File: config.mk
export PLATFORM = sky130hd
export DESIGN_NAME = hazard_scoreboard
export DESIGN_NICKNAME = d
export VERILOG_FILES = /design/src/rtl/hazard_scoreboard.sv
export SDC_FILE = /design/constraint.sdc
export NUM_CORES = 1
export LEC_CHECK = 0
export BUFFER_PORTS_ARGS = -buffer_cell sky130_fd_sc_hd__buf_4
export CAP_MARGIN = 20
export CORE_ASPECT_RATIO = 1.2
export CORE_UTILIZATION = 61
export CTS_CLUSTER_DIAMETER = 100
export DETAILED_ROUTE_END_ITERATION = 8
export PLACE_DENSITY = 0.84
export SETUP_SLACK_MARGIN = 0.1
export SLEW_MARGIN = 20
export SYNTH_ARGS = -nofsm -noshare
export SYNTH_HDL_FRONTEND = slang
export SYNTH_SLANG_ARGS = --single-unit
File: constraint.sdc
create_clock -name clk -period 3.8 [get_ports clk]
set_input_delay 0 -clock clk [delete_from_list [all_inputs] [get_ports clk]]
set_output_delay 0 -clock clk [all_outputs]
set_load 0.01 [all_outputs]
File: src/rtl/hazard_scoreboard.sv
// -----------------------------------------------------------------------------
// hazard_scoreboard
//
// Load-use / RAW hazard unit that sits beside the ID stage of the 5-stage
// pipeline. Rather than comparing against a single ID/EX slot, it keeps one
// countdown counter per architectural register. The counter holds the number
// of cycles until the in-flight result for that register reaches the ID stage.
// The ID instruction stalls while any source it reads is not yet forwardable.
//
// Parameters
//   REG_ADDR_W  register specifier width (NUM_REGS = 2**REG_ADDR_W, R0 untracked)
//   ALU_LAT     counter value loaded for an ALU producer
//   LOAD_LAT    counter value loaded for a load producer
//   EX_SLACK    cycles a non-branch consumer gains from EX-stage forwarding
//
// Ports
//   clk            pipeline clock
//   rst            synchronous, active-high reset (clears every counter)
//   id_valid       ID holds a valid instruction
//   id_rs, id_rt   source specifiers
//   id_rs_used     instruction reads rs
//   id_rt_used     instruction reads rt
//   id_rd          destination specifier
//   id_regwrite    instruction writes rd
//   id_is_load     instruction is a load (LOAD_LAT result latency)
//   id_is_branch   instruction is a register-reading branch
//   flush          kill the ID instruction
//   ext_stall      whole pipeline frozen; counters hold
//   stall          hold PC and IF/ID, inject a bubble into ID/EX (same cycle)
//   busy_vec       bit r set while counter r is nonzero; bit 0 always clear
//
// Configuration
//   HAZ_BRANCH_ID_EN  when defined, branches resolve in ID and get no EX-stage
//                     forwarding slack (threshold 0). When undefined,
//                     id_is_branch is ignored and every consumer uses EX_SLACK.
// -----------------------------------------------------------------------------
module hazard_scoreboard #(
    parameter int REG_ADDR_W = 4,
    parameter int ALU_LAT    = 1,
    parameter int LOAD_LAT   = 2,
    parameter int EX_SLACK   = 1
) (
    input  logic                       clk,
    input  logic                       rst,
    input  logic                       id_valid,
    input  logic [REG_ADDR_W-1:0]      id_rs,
    input  logic [REG_ADDR_W-1:0]      id_rt,
    input  logic                       id_rs_used,
    input  logic                       id_rt_used,
    input  logic [REG_ADDR_W-1:0]      id_rd,
    input  logic                       id_regwrite,
    input  logic                       id_is_load,
    input  logic                       id_is_branch,
    input  logic                       flush,
    input  logic                       ext_stall,
    output logic                       stall,
    output logic [2**REG_ADDR_W-1:0]   busy_vec
);

    localparam int NUM_REGS = 2**REG_ADDR_W;
    localparam int MAX_LAT  = (ALU_LAT > LOAD_LAT) ? ALU_LAT : LOAD_LAT;
    // Keep at least one counter bit so zero-latency configurations stay legal.
    localparam int CNT_W    = (MAX_LAT < 1) ? 1 : $clog2(MAX_LAT + 1);

    localparam logic [CNT_W-1:0]      CNT_ZERO = {CNT_W{1'b0}};
    localparam logic [CNT_W-1:0]      CNT_ONE  = CNT_W'(1);
    localparam logic [CNT_W-1:0]      ALU_CNT  = CNT_W'(ALU_LAT);
    localparam logic [CNT_W-1:0]      LOAD_CNT = CNT_W'(LOAD_LAT);
    localparam logic [31:0]           SLACK    = 32'(EX_SLACK);
    localparam logic [REG_ADDR_W-1:0] REG_ZERO = {REG_ADDR_W{1'b0}};

    // A source hazards when it is read, is not R0, and its pending result is
    // still further away than the consumer's forwarding slack.
    function automatic logic src_hazard(
        input logic                  used,
        input logic [REG_ADDR_W-1:0] addr,
        input logic [CNT_W-1:0]      cnt,
        input logic [31:0]           thr
    );
        logic [31:0] cnt_ext;
        cnt_ext    = 32'(cnt);
        src_hazard = used & (addr != REG_ZERO) & (cnt_ext > thr);
    endfunction

    logic [CNT_W-1:0]    cnt_r      [NUM_REGS];
    logic [CNT_W-1:0]    cnt_nxt_s  [NUM_REGS];
    logic [NUM_REGS-1:0] busy_r;
    logic [NUM_REGS-1:0] busy_nxt_s;
    logic [31:0]         thr_s;
    logic                haz_rs_s;
    logic                haz_rt_s;
    logic                stall_s;
    logic                issue_s;
    logic                write_s;

`ifndef HAZ_BRANCH_ID_EN
    // Branches resolve in EX in this build, so the branch flag has no effect.
    logic unused_branch_s;
    assign unused_branch_s = id_is_branch;
`endif

    // Forwarding threshold for the instruction currently in ID.
    always_comb begin
        thr_s = SLACK;
`ifdef HAZ_BRANCH_ID_EN
        if (id_is_branch) begin
            thr_s = 32'd0;
        end else begin
            thr_s = SLACK;
        end
`endif
    end

    // Hazard detection and issue qualification, all from registered counters.
    always_comb begin
        haz_rs_s = src_hazard(id_rs_used, id_rs, cnt_r[id_rs], thr_s);
        haz_rt_s = src_hazard(id_rt_used, id_rt, cnt_r[id_rt], thr_s);
        stall_s  = id_valid & ~flush & (haz_rs_s | haz_rt_s);
        issue_s  = id_valid & ~stall_s & ~flush & ~ext_stall;
        write_s  = issue_s & id_regwrite & (id_rd != REG_ZERO);
    end

    // Counter next state: freeze on ext_stall, otherwise decay every entry and
    // let a newly issued producer overwrite its destination (youngest wins).
    always_comb begin
        for (int r = 0; r < NUM_REGS; r++) begin
            cnt_nxt_s[r] = cnt_r[r];
        end
        if (ext_stall) begin
            for (int r = 0; r < NUM_REGS; r++) begin
                cnt_nxt_s[r] = cnt_r[r];
            end
        end else begin
            for (int r = 0; r < NUM_REGS; r++) begin
                if (cnt_r[r] != CNT_ZERO) begin
                    cnt_nxt_s[r] = cnt_r[r] - CNT_ONE;
                end else begin
                    cnt_nxt_s[r] = CNT_ZERO;
                end
            end
            if (write_s) begin
                cnt_nxt_s[id_rd] = id_is_load ? LOAD_CNT : ALU_CNT;
            end else begin
                cnt_nxt_s[id_rd] = cnt_nxt_s[id_rd];
            end
        end
        // R0 is never tracked.
        cnt_nxt_s[0] = CNT_ZERO;
    end

    // Busy flags computed from the next counter values so the output is a flop.
    always_comb begin
        busy_nxt_s = {NUM_REGS{1'b0}};
        for (int r = 1; r < NUM_REGS; r++) begin
            busy_nxt_s[r] = (cnt_nxt_s[r] != CNT_ZERO);
        end
    end

    // Scoreboard and busy-vector registers.
    always_ff @(posedge clk) begin
        if (rst) begin
            for (int r = 0; r < NUM_REGS; r++) begin
                cnt_r[r] <= CNT_ZERO;
            end
            busy_r <= {NUM_REGS{1'b0}};
        end else begin
            for (int r = 0; r < NUM_REGS; r++) begin
                cnt_r[r] <= cnt_nxt_s[r];
            end
            busy_r <= busy_nxt_s;
        end
    end

    assign stall    = stall_s;
    assign busy_vec = busy_r;

endmodule

**Word-level counts from Yosys, hierarchy flattened**

Memories as Yosys holds them, arrays and structs flattened.
Index checks and enable logic that the tools add are counted.

- Reduce and logical (&&, ||, !) cells: 35
- Add/subtract/negate cells: 16
- Muxes and demuxes: 61
- Bitwise operators: 32
- $lt $le $gt $ge: 4

Operators by type and width:

| operator | number |
|---|---|
| 2-bit two-way mux | 52 |
| 32-bit bitwise mux | 2 |
| 2-bit nonzero test | 31 |
| 30-bit two-way mux | 2 |
| 2-bit by 1-bit subtractor with 2-bit output, second input constant | 16 |
| 1-bit OR | 17 |
| 4-bit nonzero test | 3 |
| 1-bit bitwise AND | 11 |
| 2-bit binary-select mux with 4-bit select | 1 |
| 2-bit demux with 4-bit select | 1 |
| 5-bit >= comparator, second input constant | 1 |
| 5-bit by 1-bit < comparator with 1-bit output, second input constant | 1 |
| 4-bit inverter with 5-bit output | 1 |
| 2-bit by 1-bit greater-than comparator with 1-bit output, second input constant | 2 |
| 1-bit two-way mux | 3 |
| 1-bit inverter | 3 |
| 1-bit logical AND | 1 |

- Bits in registers: 16
- Memory bits (writable): 32
- Memories kept: 1
- Word-level logic and storage cells: 151
- Output and inout port bits: 17

Memory list:

| memory | words | width | read ports | clocked after memory_dff | wr ports | RTL line | RTL |
|---|---|---|---|---|---|---|---|
| cnt_r | 16 | 2 | 18 | 0 | 16 | 85 | `logic [CNT_W-1:0] cnt_r [NUM_REGS];` |

**Logic depth before layout (Yosys ltp)**

- Depth in word-level cells: 14
- Depth in mapped cells: 10

**Worst setup path before layout**

Ideal clock, no wire load.

- Kind: reg2reg
- From: memory cnt_r[8][1] in the netlist's numbering
- To: register busy_r[7] (netlist: busy_vec[7])
- Slack: 1.439 ns
- Arrival: 2.239 ns
- Cell stages (with the launch flop): 9
- Data required time: 3.678 ns
- Library setup time: 0.122 ns
- Path buffers: 1
- Path through: dfxtp_1 -> nor2b_1 -> a2111oi_0 -> a2111oi_2 -> nor4_4 -> buf_6 -> a31oi_1 -> a211o_1 -> a221o_1

RTL lines:

| what | RTL line | RTL |
|---|---|---|
| start: declaration | 85 |  |
| end signal: assignment | 165 | `busy_r <= {NUM_REGS{1'b0}};` |
| end signal: assignment | 170 | `busy_r <= busy_nxt_s;` |
| end: declaration | 87 | `logic [NUM_REGS-1:0] busy_r;` |

==> summary.md <==
| Metric | Value |
|---|---|
| Sequential element share of the synthesized area | `0.315` |
| Drt initial violations | `269` |
| Port buffer count | `36` |
| Part of the total power dissipated in the clock network | `0.413` |
| Async set-reset flop share out of synthesis | `0` |
| Ordered list of cells on the worst path | `mux2i_1, mux4_2, nor4b_2, nor4_4, buf_4, a2111o_1, a31oi_1, o221ai_1` |
| Run status | `finished clean` |
| Register cell area after layout | `901 sq um` |
| Leakage power total | `approximately 1.3 nW` |
| Pin count of the biggest net entering global routing | `47` |
| Wire length of the first global-routing pass | `12,100 microns` |
| Worst-case clock skew | `9.67 ps` |
| Fraction of power spent switching nets | `0.244` |
| Worst setup margin | `973 ps` |
| Area share of the leading cell type in the synthesized netlist | `0.315` |
| Clock tree root driver cell | `sky130_fd_sc_hd__clkbuf_8` |
| Measured slew at the worst slew-check pin | `912 ps` |
| Largest stage delay on the critical path | `between 400 and 500 ps` |
| Slowest library cell on the worst path | `sky130_fd_sc_hd__a2111o_1` |
| Total count of hold-check failures in the final report | `0` |
| Top area cells in the synthesized netlist | `sky130_fd_sc_hd__dfxtp_1 32%, sky130_fd_sc_hd__nand2b_1 4.2%, sky130_fd_sc_hd__a21oi_1 3.9%` |
| Core region area | `around 4400 sq um` |
| Mapped Area | `2860 sq um` |
| Setup repair after global routing missed its margin | `no` |
| Max capacitance violation total | `0` |
| Yosys warns | `0` |
| Rel. slew slack | `0.384` |
| Number of vias after detailed routing | `2,731` |
| Vertical die dimension | `77.0 microns` |
| Final Wtd Congestion | `~0.90` |
| Pre-CTS setup slack | `1010 ps` |
| Number of antenna diodes | `0` |
| Data required time of the worst path | `3970 ps` |
| Area growth, synth to finish | `11.2%` |
| Count of buffering cells on the critical path with inverters included | `1` |
| Area of the multi-input gates | `1740 sq um` |
| Most numerous cell in the Yosys netlist | `sky130_fd_sc_hd__dfxtp_1` |
| CP arrival | `roughly 3000 ps` |
| Area enclosed by the die boundary | `4970 sq um` |
| CTS tree | `done` |
| Type of the worst min-delay path | `input pin to flip-flop` |
| Fraction of final layout cells sized beyond drive strength 1 | `0.211` |
| Number of buffers created by CTS | `5` |
| Post-synth net total | `354` |
| Cell internal pwr | `0.000802 W` |
| Net count reported at finish | `376` |
| Clk pin slew, worst setup/hold paths | `90 ps` |
| Gate Count Post-Synth | `332` |
| Pwr/cell area | `333 nW/um^2` |
| Area of all placed cells without fillers | `3180 sq um` |
| I/O pin total | `39` |
| Commonest register cell after synthesis | `sky130_fd_sc_hd__dfxtp_1` |
| Buffers inserted during post-CTS setup optimization | `0` |
| Post-layout minimum cycle time | `2830 ps` |
| Library cell with the largest summed area after synthesis | `sky130_fd_sc_hd__dfxtp_1` |
| Routed wire length | `7150 microns` |
| DP HPWL | `4990 microns` |
| GR Util All Layers | `0.311` |
| Remaining antenna violation count after routing | `0` |
| Hold-fix buffers at CTS | `0` |
| Synth Register Bits | `45` |
| Nature of the critical path endpoint | `flip-flop` |
| Overflow left after global routing | `0` |
| Residual DRC count | `0` |
| Number of antenna violations at the first check in global routing | `0` |
| Sequential fraction of design power | `0.461` |
| Via density per instance | `6.64` |
| Final cycle utilization of the critical path | `0.744` |
| Clock Latency Late Sink | `310 ps` |
| Placed cell areas | `a little over 3000 sq um` |
| Top cell family by delay on the critical path | `compound AO/OA/AOI/OAI gates` |
| Per-instance average area after synthesis | `~8.6 sq um` |
| Critical path fanouts, max | `9` |
| Number of sinks driven by the clock tree | `45` |
| Post-cts resize count | `0` |
| Count of final setup violators | `0` |
| Deepest level of the CTS H-tree | `2` |
| Fill cell instance count of the final layout | `380` |
| Cell Rows | `26` |
| Width of the die | `64.5 microns` |
| Number of global-route vias before repair | `2,558` |
| Worst hold slack | `83.6 ps` |
| Gate power share | `0.126` |
| Peak supply drop | `0.272 mV` |
| Setup TNS | `0 ps` |
| Psw | `0.000258 W` |
| Effective utilization at floorplan | `0.651` |
| Synth top cells by count | `45 x sky130_fd_sc_hd__dfxtp_1, 28 x sky130_fd_sc_hd__nor2_1, 22 x sky130_fd_sc_hd__a21oi_1, 19 x sky130_fd_sc_hd__nand2b_1, 18 x sky130_fd_sc_hd__nand2_1` |
| Final slew viol count | `0` |
| Per-cell routed wire length | `17.4 microns` |
| Number of synthesized flops with an enable pin | `0` |
| Highest clock frequency the design can meet | `around 350 MHz` |
| Critical path startpoint category | `flip-flop` |
| CTS max path bufs | `2` |
| First-pass iteration count of the detailed router | `6` |
| Number of distinct library cells after synthesis | `approximately 70` |
| CP Class | `flip-flop to flip-flop` |
## final cells by class
type	instances	area share
multi-input combinational	251	0.546
sequential	45	0.283
timing repair buffer	38	0.0897
tap	56	0.0220
clock buffer	5	0.0216
clock inverter	3	0.0216
inverter	13	0.0153
## final timing paths
| path | to | cells after the start | slack, ps | from |
|---|---|---|---|---|
| hold / removal | cnt_r[14][1]$_SDFF_PP0_ | 2 | 80 | rst |
| hold reg to reg | cnt_r[3][0]$_SDFF_PP0_ | 2 | 570 | cnt_r[3][0]$_SDFF_PP0_ |
| setup / recovery | busy_vec[8]$_SDFF_PP0_ | 8 | 970 | cnt_r[6][1]$_SDFF_PP0_ |
| setup reg to reg | busy_vec[8]$_SDFF_PP0_ | 8 | 970 | cnt_r[6][1]$_SDFF_PP0_ |
## layer usage
layer / global-route usage / part of all wire
met4: 0.127 / 0.025
met2: 0.496 / 0.47
met5: 0 / 0
met3: 0.0640 / 0.096
met1: 0.404 / 0.41
## power by group through the flow
stage	logic (W)	registers [W]	clock network, W
floorplan	0.0000918	0.000501	0
global placement	0.000128	0.000499	0
detailed placement	0.000131	0.000499	0
CTS	0.000132	0.000488	0.000443
global route	0.000145	0.000490	0.000463
finish	0.000133	0.000489	0.000438
## cell families (layout without fill, tap and decap cells)
family          after synthesis  after routing  share of synthesized area
compound gates              104            104                      0.256
buf+inv                      36             59                     0.0770
flops                        45             45                      0.315
mux                          14             14                     0.0766
other cells                   1              1                    0.00131
simple gates                132            132                      0.274
## flip-flops by register name, summed over array words and instances (netlist names)
register and flops:
cnt_r 30, busy_vec 15
## through the flow
stage	cells	utilization	power [W]
6_report	411	0.724	0.00106
5_1_grt	411	0.724	0.00110
4_1_cts	411	0.724	0.00106
3_5_place_dp	403	0.693	0.000630
3_3_place_gp	403	0.693	0.000627
2_1_floorplan	332	-	0.000592
## cell usage in the layout, fill, tap and decap left out, types with 3 or more instances in the layout
cell                        n
sky130_fd_sc_hd__dfxtp_1   45
sky130_fd_sc_hd__buf_4     38
sky130_fd_sc_hd__nor2_1    28
sky130_fd_sc_hd__a21oi_1   22
sky130_fd_sc_hd__nand2b_1  19
sky130_fd_sc_hd__nand2_1   18
sky130_fd_sc_hd__a31oi_1   14
sky130_fd_sc_hd__inv_1     12
sky130_fd_sc_hd__nor3_1    11
sky130_fd_sc_hd__o22ai_1   11
sky130_fd_sc_hd__o221ai_1  10
sky130_fd_sc_hd__nand3_1    7
sky130_fd_sc_hd__a221o_1    6
sky130_fd_sc_hd__nor2b_1    5
sky130_fd_sc_hd__or3_1      5
sky130_fd_sc_hd__clkbuf_8   5
sky130_fd_sc_hd__mux4_2     4
sky130_fd_sc_hd__nor3b_1    4
sky130_fd_sc_hd__mux2i_1    4
sky130_fd_sc_hd__o21ai_0    4
sky130_fd_sc_hd__o21bai_1   4
sky130_fd_sc_hd__or3b_2     4
sky130_fd_sc_hd__a22oi_1    4
sky130_fd_sc_hd__or2_2      4
sky130_fd_sc_hd__o21ai_1    4
sky130_fd_sc_hd__a21o_1     4
sky130_fd_sc_hd__a211oi_1   3
(Power assumes the default switching activity.)
